`config.mk`:
```
export PLATFORM = sky130hd
export DESIGN_NAME = pc_unit
export DESIGN_NICKNAME = d
export VERILOG_FILES = /design/src/rtl/pc_unit.sv
export SDC_FILE = /design/constraint.sdc
export NUM_CORES = 1
export LEC_CHECK = 0
export ABC_AREA = 0
export BUFFER_PORTS_ARGS = -buffer_cell sky130_fd_sc_hd__buf_2
export CAP_MARGIN = 25
export CORE_MARGIN = 4
export CORE_UTILIZATION = 58
export CTS_CLUSTER_DIAMETER = 150
export DETAILED_ROUTE_END_ITERATION = 7
export GPL_TIMING_DRIVEN = 0
export PLACE_DENSITY = 0.77
export SYNTH_ARGS = -nofsm -noshare
export SYNTH_HDL_FRONTEND = slang
export SYNTH_SLANG_ARGS = --single-unit
```
`constraint.sdc`:
```
create_clock -name clk -period 7.4 [get_ports clk]
set_input_delay 1.11 -clock clk [delete_from_list [all_inputs] [get_ports clk]]
set_output_delay 1.11 -clock clk [all_outputs]
set_load 0.02 [all_outputs]
```
`src/rtl/pc_unit.sv`:
```
// Fetch program counter for the IF stage. Next PC comes from the trap vector, an immediate
// redirect, the return-address stack or PC+4. Any bad target raises a sticky halt instead.
module pc_unit #(
  parameter int unsigned     XLEN       = 32,
  parameter logic [XLEN-1:0] IMEM_BASE  = 32'h0100_0000,
  parameter logic [XLEN-1:0] IMEM_SIZE  = 32'h0000_0800,
  parameter logic [XLEN-1:0] RESET_ADDR = IMEM_BASE,
  parameter int unsigned     RAS_DEPTH  = 4
) (
  input  logic            clk,
  input  logic            rstn,
  input  logic            we,
  input  logic            imm,
  input  logic [XLEN-1:0] imm_addr,
  input  logic            trap,
  input  logic [XLEN-1:0] trap_vec,
  input  logic            push,
  input  logic            pop,
  output logic [XLEN-1:0] instr_addr,
  output logic            halt,
  output logic [1:0]      halt_cause,
  output logic            ras_empty,
  output logic            ras_full
);

  localparam int unsigned     PW        = (RAS_DEPTH > 1) ? $clog2(RAS_DEPTH) : 1;
  localparam logic [XLEN-1:0] LAST_PC   = IMEM_BASE + IMEM_SIZE - XLEN'(4);
  localparam logic [1:0]      CAUSE_OOB = 2'd1;
  localparam logic [1:0]      CAUSE_MIS = 2'd2;
  localparam logic [1:0]      CAUSE_UNF = 2'd3;

  logic [XLEN-3:0] pc_q, pc_d;
  logic            halt_q, halt_d;
  logic [1:0]      cause_q, cause_d;
  logic [PW-1:0]   sp_q, sp_d;
  logic [PW:0]     cnt_q, cnt_d;
  logic [XLEN-1:0] ras_q [RAS_DEPTH];

  logic            ras_we;
  logic [PW-1:0]   ras_waddr;
  logic [XLEN-1:0] ras_wdata;

  logic [XLEN-1:0] pc_cur, pc_inc, ras_top, target;
  logic [PW-1:0]   top_idx;
  logic            pop_sel, underflow, misaligned, out_of_bounds, full;

  assign pc_cur  = {pc_q, 2'b00};
  assign pc_inc  = pc_cur + XLEN'(4);
  assign top_idx = sp_q - 1'b1;
  assign ras_top = ras_q[top_idx];
  assign full    = (cnt_q == (PW+1)'(RAS_DEPTH));

  // A pop only counts when neither redirect outranks it.
  assign pop_sel = pop && !trap && !imm;

  always_comb begin
    target = pc_inc;
    if (trap)         target = trap_vec;
    else if (imm)     target = imm_addr;
    else if (pop_sel) target = ras_top;
  end

  assign underflow     = pop_sel && (cnt_q == '0);
  assign misaligned    = (target[1:0] != 2'b00);
  assign out_of_bounds = (target < IMEM_BASE) || (target > LAST_PC);

  always_comb begin
    pc_d      = pc_q;
    halt_d    = halt_q;
    cause_d   = cause_q;
    sp_d      = sp_q;
    cnt_d     = cnt_q;
    ras_we    = 1'b0;
    ras_waddr = sp_q;
    ras_wdata = pc_inc;
    if (we && !halt_q) begin
      if (underflow) begin
        halt_d  = 1'b1;
        cause_d = CAUSE_UNF;
      end else if (misaligned) begin
        halt_d  = 1'b1;
        cause_d = CAUSE_MIS;
      end else if (out_of_bounds) begin
        halt_d  = 1'b1;
        cause_d = CAUSE_OOB;
      end else begin
        pc_d = target[XLEN-1:2];
        // Push+pop swaps the top entry in place; a lone push overwrites the oldest when full.
        if (push && pop_sel) begin
          ras_we    = 1'b1;
          ras_waddr = top_idx;
        end else if (push) begin
          ras_we = 1'b1;
          sp_d   = sp_q + 1'b1;
          if (!full) cnt_d = cnt_q + 1'b1;
        end else if (pop_sel) begin
          sp_d  = sp_q - 1'b1;
          cnt_d = cnt_q - 1'b1;
        end
      end
    end
  end

  always_ff @(posedge clk or negedge rstn) begin
    if (!rstn) begin
      pc_q    <= RESET_ADDR[XLEN-1:2];
      halt_q  <= 1'b0;
      cause_q <= 2'd0;
      sp_q    <= '0;
      cnt_q   <= '0;
    end else begin
      pc_q    <= pc_d;
      halt_q  <= halt_d;
      cause_q <= cause_d;
      sp_q    <= sp_d;
      cnt_q   <= cnt_d;
    end
  end

  // Stack entries are plain storage; their contents after reset are irrelevant.
  always_ff @(posedge clk) begin
    if (ras_we) ras_q[ras_waddr] <= ras_wdata;
  end

  assign instr_addr = pc_cur;
  assign halt       = halt_q;
  assign halt_cause = cause_q;
  assign ras_empty  = (cnt_q == '0);
  assign ras_full   = full;

endmodule

```
Word-level counts from Yosys, hierarchy flattened --
Memories as Yosys holds them, arrays and structs flattened. Index checks and enable logic that the tools add are counted.
Word-level totals: logic and storage cells 63, output and inout bits 37, register bits after elaboration 38, RAM bits 128, input port bits 71, memories 1
Cells by class: reduce and logical (&&, ||, !) cells 17, bitwise operators 4, $lt $le $gt $ge 2, $add $sub $neg 5, eq/ne operators 2, mux-type cells 27
Memory list:
- ras_q | depth 4, width 32, read ports 1, clocked after Yosys merged registers in 0, write ports 1, RTL line 37 | logic [XLEN-1:0] ras_q [RAS_DEPTH];
Operators with widths (number):
- $mux W32 | 3
- $add A32 B3 Y32 const B | 1
- $gt A32 B25 Y1 const B | 1
- $lt A32 B25 Y1 const B | 1
- $mux W2 | 10
- $mux W1 | 11
- $mux W3 | 3
- $reduce_and A7 Y1 | 1
- $reduce_and A6 Y1 | 1
- $logic_and A1 B1 Y1 | 5
- $not A1 Y1 | 4
- $reduce_and A4 Y1 | 1
- $reduce_bool A2 Y1 | 2
- $add A3 B1 Y3 const B | 1
- $eq A3 B3 Y1 const B | 1
- $logic_not A1 Y1 | 3
- $logic_not A3 Y1 | 1
- $reduce_bool A3 Y1 | 1
- $sub A3 B1 Y3 const B | 1
- $add A2 B1 Y2 const B | 1
- $ne A2 B2 Y1 const B | 1
- $reduce_and A2 Y1 | 1
- $sub A2 B1 Y2 const B | 1
- $logic_or A1 B1 Y1 | 1

Longest topological paths before layout --
word-level depth 14, gate-level depth with buffers 13, depth with buffers taken out 10

Worst setup path after synthesis --
OpenSTA, ideal clock, no wires.
kind register to register, start register pc_q[0], end memory ras_q[2][10], enable pin, library setup time 0.503 ns, clock period less this slack 6.626 ns, slack 0.774 ns, buffers on the path 1, data arrival time 6.123 ns, cell stages (with the launch flop) 11, path through dfrtp_1 ha_1 nand4_1 nor4_1 mux2_2 o211a_1 o32a_1 nor4_2 nand4_2 buf_6 nor4b_1
Between the ends: longest elaborated chain between the ends 12, elaborated cells on any way between the ends 17
Ends and longest elaborated chain:
- start: declaration | RTL line 32 | logic [XLEN-3:0] pc_q, pc_d;
- start signal: assignment | RTL line 106 | pc_q <= RESET_ADDR[XLEN-1:2];
- start signal: assignment | RTL line 112 | pc_q <= pc_d;
- $add A32 B3 Y32 (*) | RTL line 48 | assign pc_inc = pc_cur + XLEN'(4);
- $mux W32 (*) | RTL line 60 | else if (pop_sel) target = ras_top;
- $mux W32 (*) | RTL line 59 | else if (imm) target = imm_addr;
- $mux W32 (*) | RTL line 58 | if (trap) target = trap_vec;
- $lt A32 B25 Y1 or $gt A32 B25 Y1 (tied branches) | RTL line 65 | assign out_of_bounds = (target < IMEM_BASE) || (target > LAST_PC);
- $logic_or A1 B1 Y1 (*) | RTL line 65
- $mux W1 | RTL line 83 | end else if (out_of_bounds) begin
- $mux W1 | RTL line 80 | end else if (misaligned) begin
- $mux W1 | RTL line 77 | if (underflow) begin
- $mux W1 | RTL line 76 | if (we && !halt_q) begin
- $mux W1 | RTL line 122 | if (ras_we) ras_q[ras_waddr] <= ras_wdata;
- $mux W1 (not written as such) | RTL line 122
- end: declaration | RTL line 37
Mark *: on every way between the ends. The rest lies on a longest branch, timed or not.

Worst setup path in the final report --
start input pop, end memory ras_q[2][27], enable pin
Between the ends: longest elaborated chain between the ends 13, elaborated cells on any way between the ends 23
Ends and longest elaborated chain:
- start: declaration | RTL line 18 | input logic pop,
- $logic_and A1 B1 Y1 (*) (2 in a row) | RTL line 54 | assign pop_sel = pop && !trap && !imm;
- $mux W32 | RTL line 60
- $mux W32 | RTL line 59
- $mux W32 | RTL line 58
- $lt A32 B25 Y1 or $gt A32 B25 Y1 (tied branches) | RTL line 65
- $logic_or A1 B1 Y1 | RTL line 65
- $mux W1 | RTL line 83
- $mux W1 | RTL line 80
- $mux W1 | RTL line 77
- $mux W1 | RTL line 76
- $mux W1 | RTL line 122
- $mux W1 (not written as such) | RTL line 122
Marks and branches as above.

==> metrics.yaml <==
status: "complete, no violations"
place_area_um2: 8467
reg2reg_to: "ras_q[2][27]$_DFFE_PP_"
min_path_type: "flop to flop"
hold_viol: 0
endpoint_kind: "flop"
ys_ff_latch: 158
initial_core_util_pct: 59.79
vias_per_cell: 6.706
seq_area_frac_synth_pct: 59.65
final_nets: 791
powerDensity_nw_per_um2: 205.1
first_pass_iters: 7
grt_usage_pct: 30.09
worstPathArrival_ps: 5440
cts_root_buf: "clkbuf_16"
fin_skew_ps: 9.322
grt_overflow_total: 0
cts_buffers: 17
wire_per_inst_um: 24.37
postCtsHoldBufs: 0
hp-start: "halt_cause[1]$_DFFE_PN0P_"
routed-via-count: 6042
slew_headroom_pct: 33.69
yosysMostFrequentCell: "edfxtp_1"
stdcell_area_um2: 9012
ir_drop_uv: 177.0
ios: 108
synth_commonest_cells: "edfxtp_1, nand2_1, dfrtp_1, nor2_1"
avgSynthCellArea_um2: 13.10
min_path_cells: 1
cts_tree: "done"
grt_setup_unrepaired: "false"
cts_max_level: 4
diodes: 0
drt_first_iter_violations: 996
hold_end: "halt_cause[1]$_DFFE_PN0P_"
worst_pin_slew_ps: 994.7
synth_top_area_share_pct: 47.18
fin_crit_sh_pct: 71.68
setup_viol: 0
drv_slew: 0
dieArea_um2: 15070
antenna_found_initial: 0
rrSetupSlack_ps: 2150
clk_pin_slew_ps: 60
fp.dieH_um: 122.8
area_growth_pct: 18.00
async_flop_share_pct: 24.05
port_buffers: 104
syn_inst: 583
ys_warn_count: 0
rows: 41
clk_latency_ps: 430
crit_fanout: 10
start_kind: "input pin"
postRouteAntennaNets: 0
grt_pass1_wl_mm: 32.78
finalPower_uw: 1849
reg2reg_from: "pc_q[0]$_DFFE_PN0P_"
yosys.area.top_type: "edfxtp_1"
drc: 0
cp.required_ps: 7530
clk_path_buf_depth: 2
fin_tns_setup_ps: 0
path_class: "input pin to flop"
fmax_mhz: 188.5
yosys-top-cells-area: "edfxtp_1, dfrtp_1, mux4_2"
grt_pass1_vias: 5704
grt_max_degree: 39
p_leak_uw: 0.003470
cts_setup_buffers: 0
gp_congestion: 0.9974
dpl.hpwl_mm: 15.66
core_um2: 12770
worst-r2r-cell-count: 13
drv_cap: 0
min_period_ps: 5304
clkSinkCount: 158
post_route_cells_drive_above_1_share_pct: 29.49
syn_area_um2: 7637
synthDistinctLibCells: 82
routed_wl_mm: 21.95
post_cts_resized: 0
synthFlopType: "edfxtp_1"
synth_edf_count: 120
die_w_um: 122.8
## where the power goes
group | switching (µW) | leakage [µW] | internal [µW]
Combinational | 57.3 | 0.00162 | 37.1
Clock | 343 | 0.000274 | 465
Sequential | 0.774 | 0.00158 | 946
Total | 401 | 0.00347 | 1450
## through the flow
| step | utilization [%] | hold WS, ps | setup WS (ps) | cells |
|---|---|---|---|---|
| 5_1_grt | 70.56 | 492.5 | 1940 | 901 |
| 4_1_cts | 70.56 | 476.8 | 2185 | 901 |
| 3_3_place_gp | 65.58 | 460.5 | -3060 | 860 |
| 3_5_place_dp | 66.28 | 462.3 | 1744 | 869 |
| 2_1_floorplan | - | 456.0 | 773.8 | 584 |
| 6_report | 70.56 | 476.7 | 2096 | 901 |
## cells by family after synthesis
family / share of synthesized area [%]
other cells: 0.04910
xor+xnor: 2.179
buf+inv: 2.818
compound gates: 10.78
simple gates: 14.14
fa+ha+maj: 0.7537
mux: 9.633
flops: 59.65
## state kept, by name (all words and copies together) (netlist names)
register    flops
cnt_q           3
pc_q           30
sp_q            2
halt            1
halt_cause      2
ras_q         120
## worst max-delay path, stage by stage
cell and delay, ps:
buf_2 90, clkbuf_1 440, nor3b_2 750, inv_1 330
o221a_2 330, o2111ai_1 120, nor4_1 140, nor3b_1 290
nand4_2 210, buf_6 200, nor4b_2 740, buf_6 240
buf_4 210, buf_4 210
## layer usage
layer / vias to the layer above / routed length, µm / part of all wire, % / global-route usage, %
met4: 0 / 662 / 3.0 / 11.69
met3: 62 / 2546 / 12 / 7.972
met5: - / 0 / 0 / 0
li1: 2543 / - / - / -
met2: 446 / 10350 / 47 / 46.81
met1: 2991 / 8395 / 38 / 40.84
## worst max-delay path by stage
stage / start / end / cells after the start
floorplan: pc_q[0]$_DFFE_PN0P_ / ras_q[2][10]$_DFFE_PP_ / 10
global placement: pop / ras_q[2][29]$_DFFE_PP_ / 11
detailed placement: pop / ras_q[2][29]$_DFFE_PP_ / 14
CTS: pc_q[0]$_DFFE_PN0P_ / ras_q[2][27]$_DFFE_PP_ / 13
global route: pop / ras_q[2][29]$_DFFE_PP_ / 14
finish: pop / ras_q[2][27]$_DFFE_PP_ / 14
## layout by cell type (no fill, tap or decap), types with 6 or more instances in the layout
master,n
a21o_1,6
a21oi_1,15
a31oi_1,7
buf_2,114
buf_4,10
clkbuf_1,15
clkbuf_16,18
dfrtp_1,37
edfxtp_1,120
inv_1,16
mux2i_1,12
mux4_2,22
nand2_1,44
nand3_1,12
nand4_1,8
nor2_1,32
nor2b_1,18
nor3_1,14
nor4_1,16
o21ai_0,22
o22ai_1,6
o31ai_1,7
or3_1,7
xor2_1,14
## final cells by class
type	instances	area, µm²
plain buffers	29	147.6
clock buffers	23	489.2
clock inverters	9	56.30
fillers	901	3761
inverters	18	67.56
multi-input cells	379	2885
flip-flops and latches	158	4556
well taps	172	215.2
repair buffers	113	595.6
No activity file was read; power rests on OpenSTA's default activity.
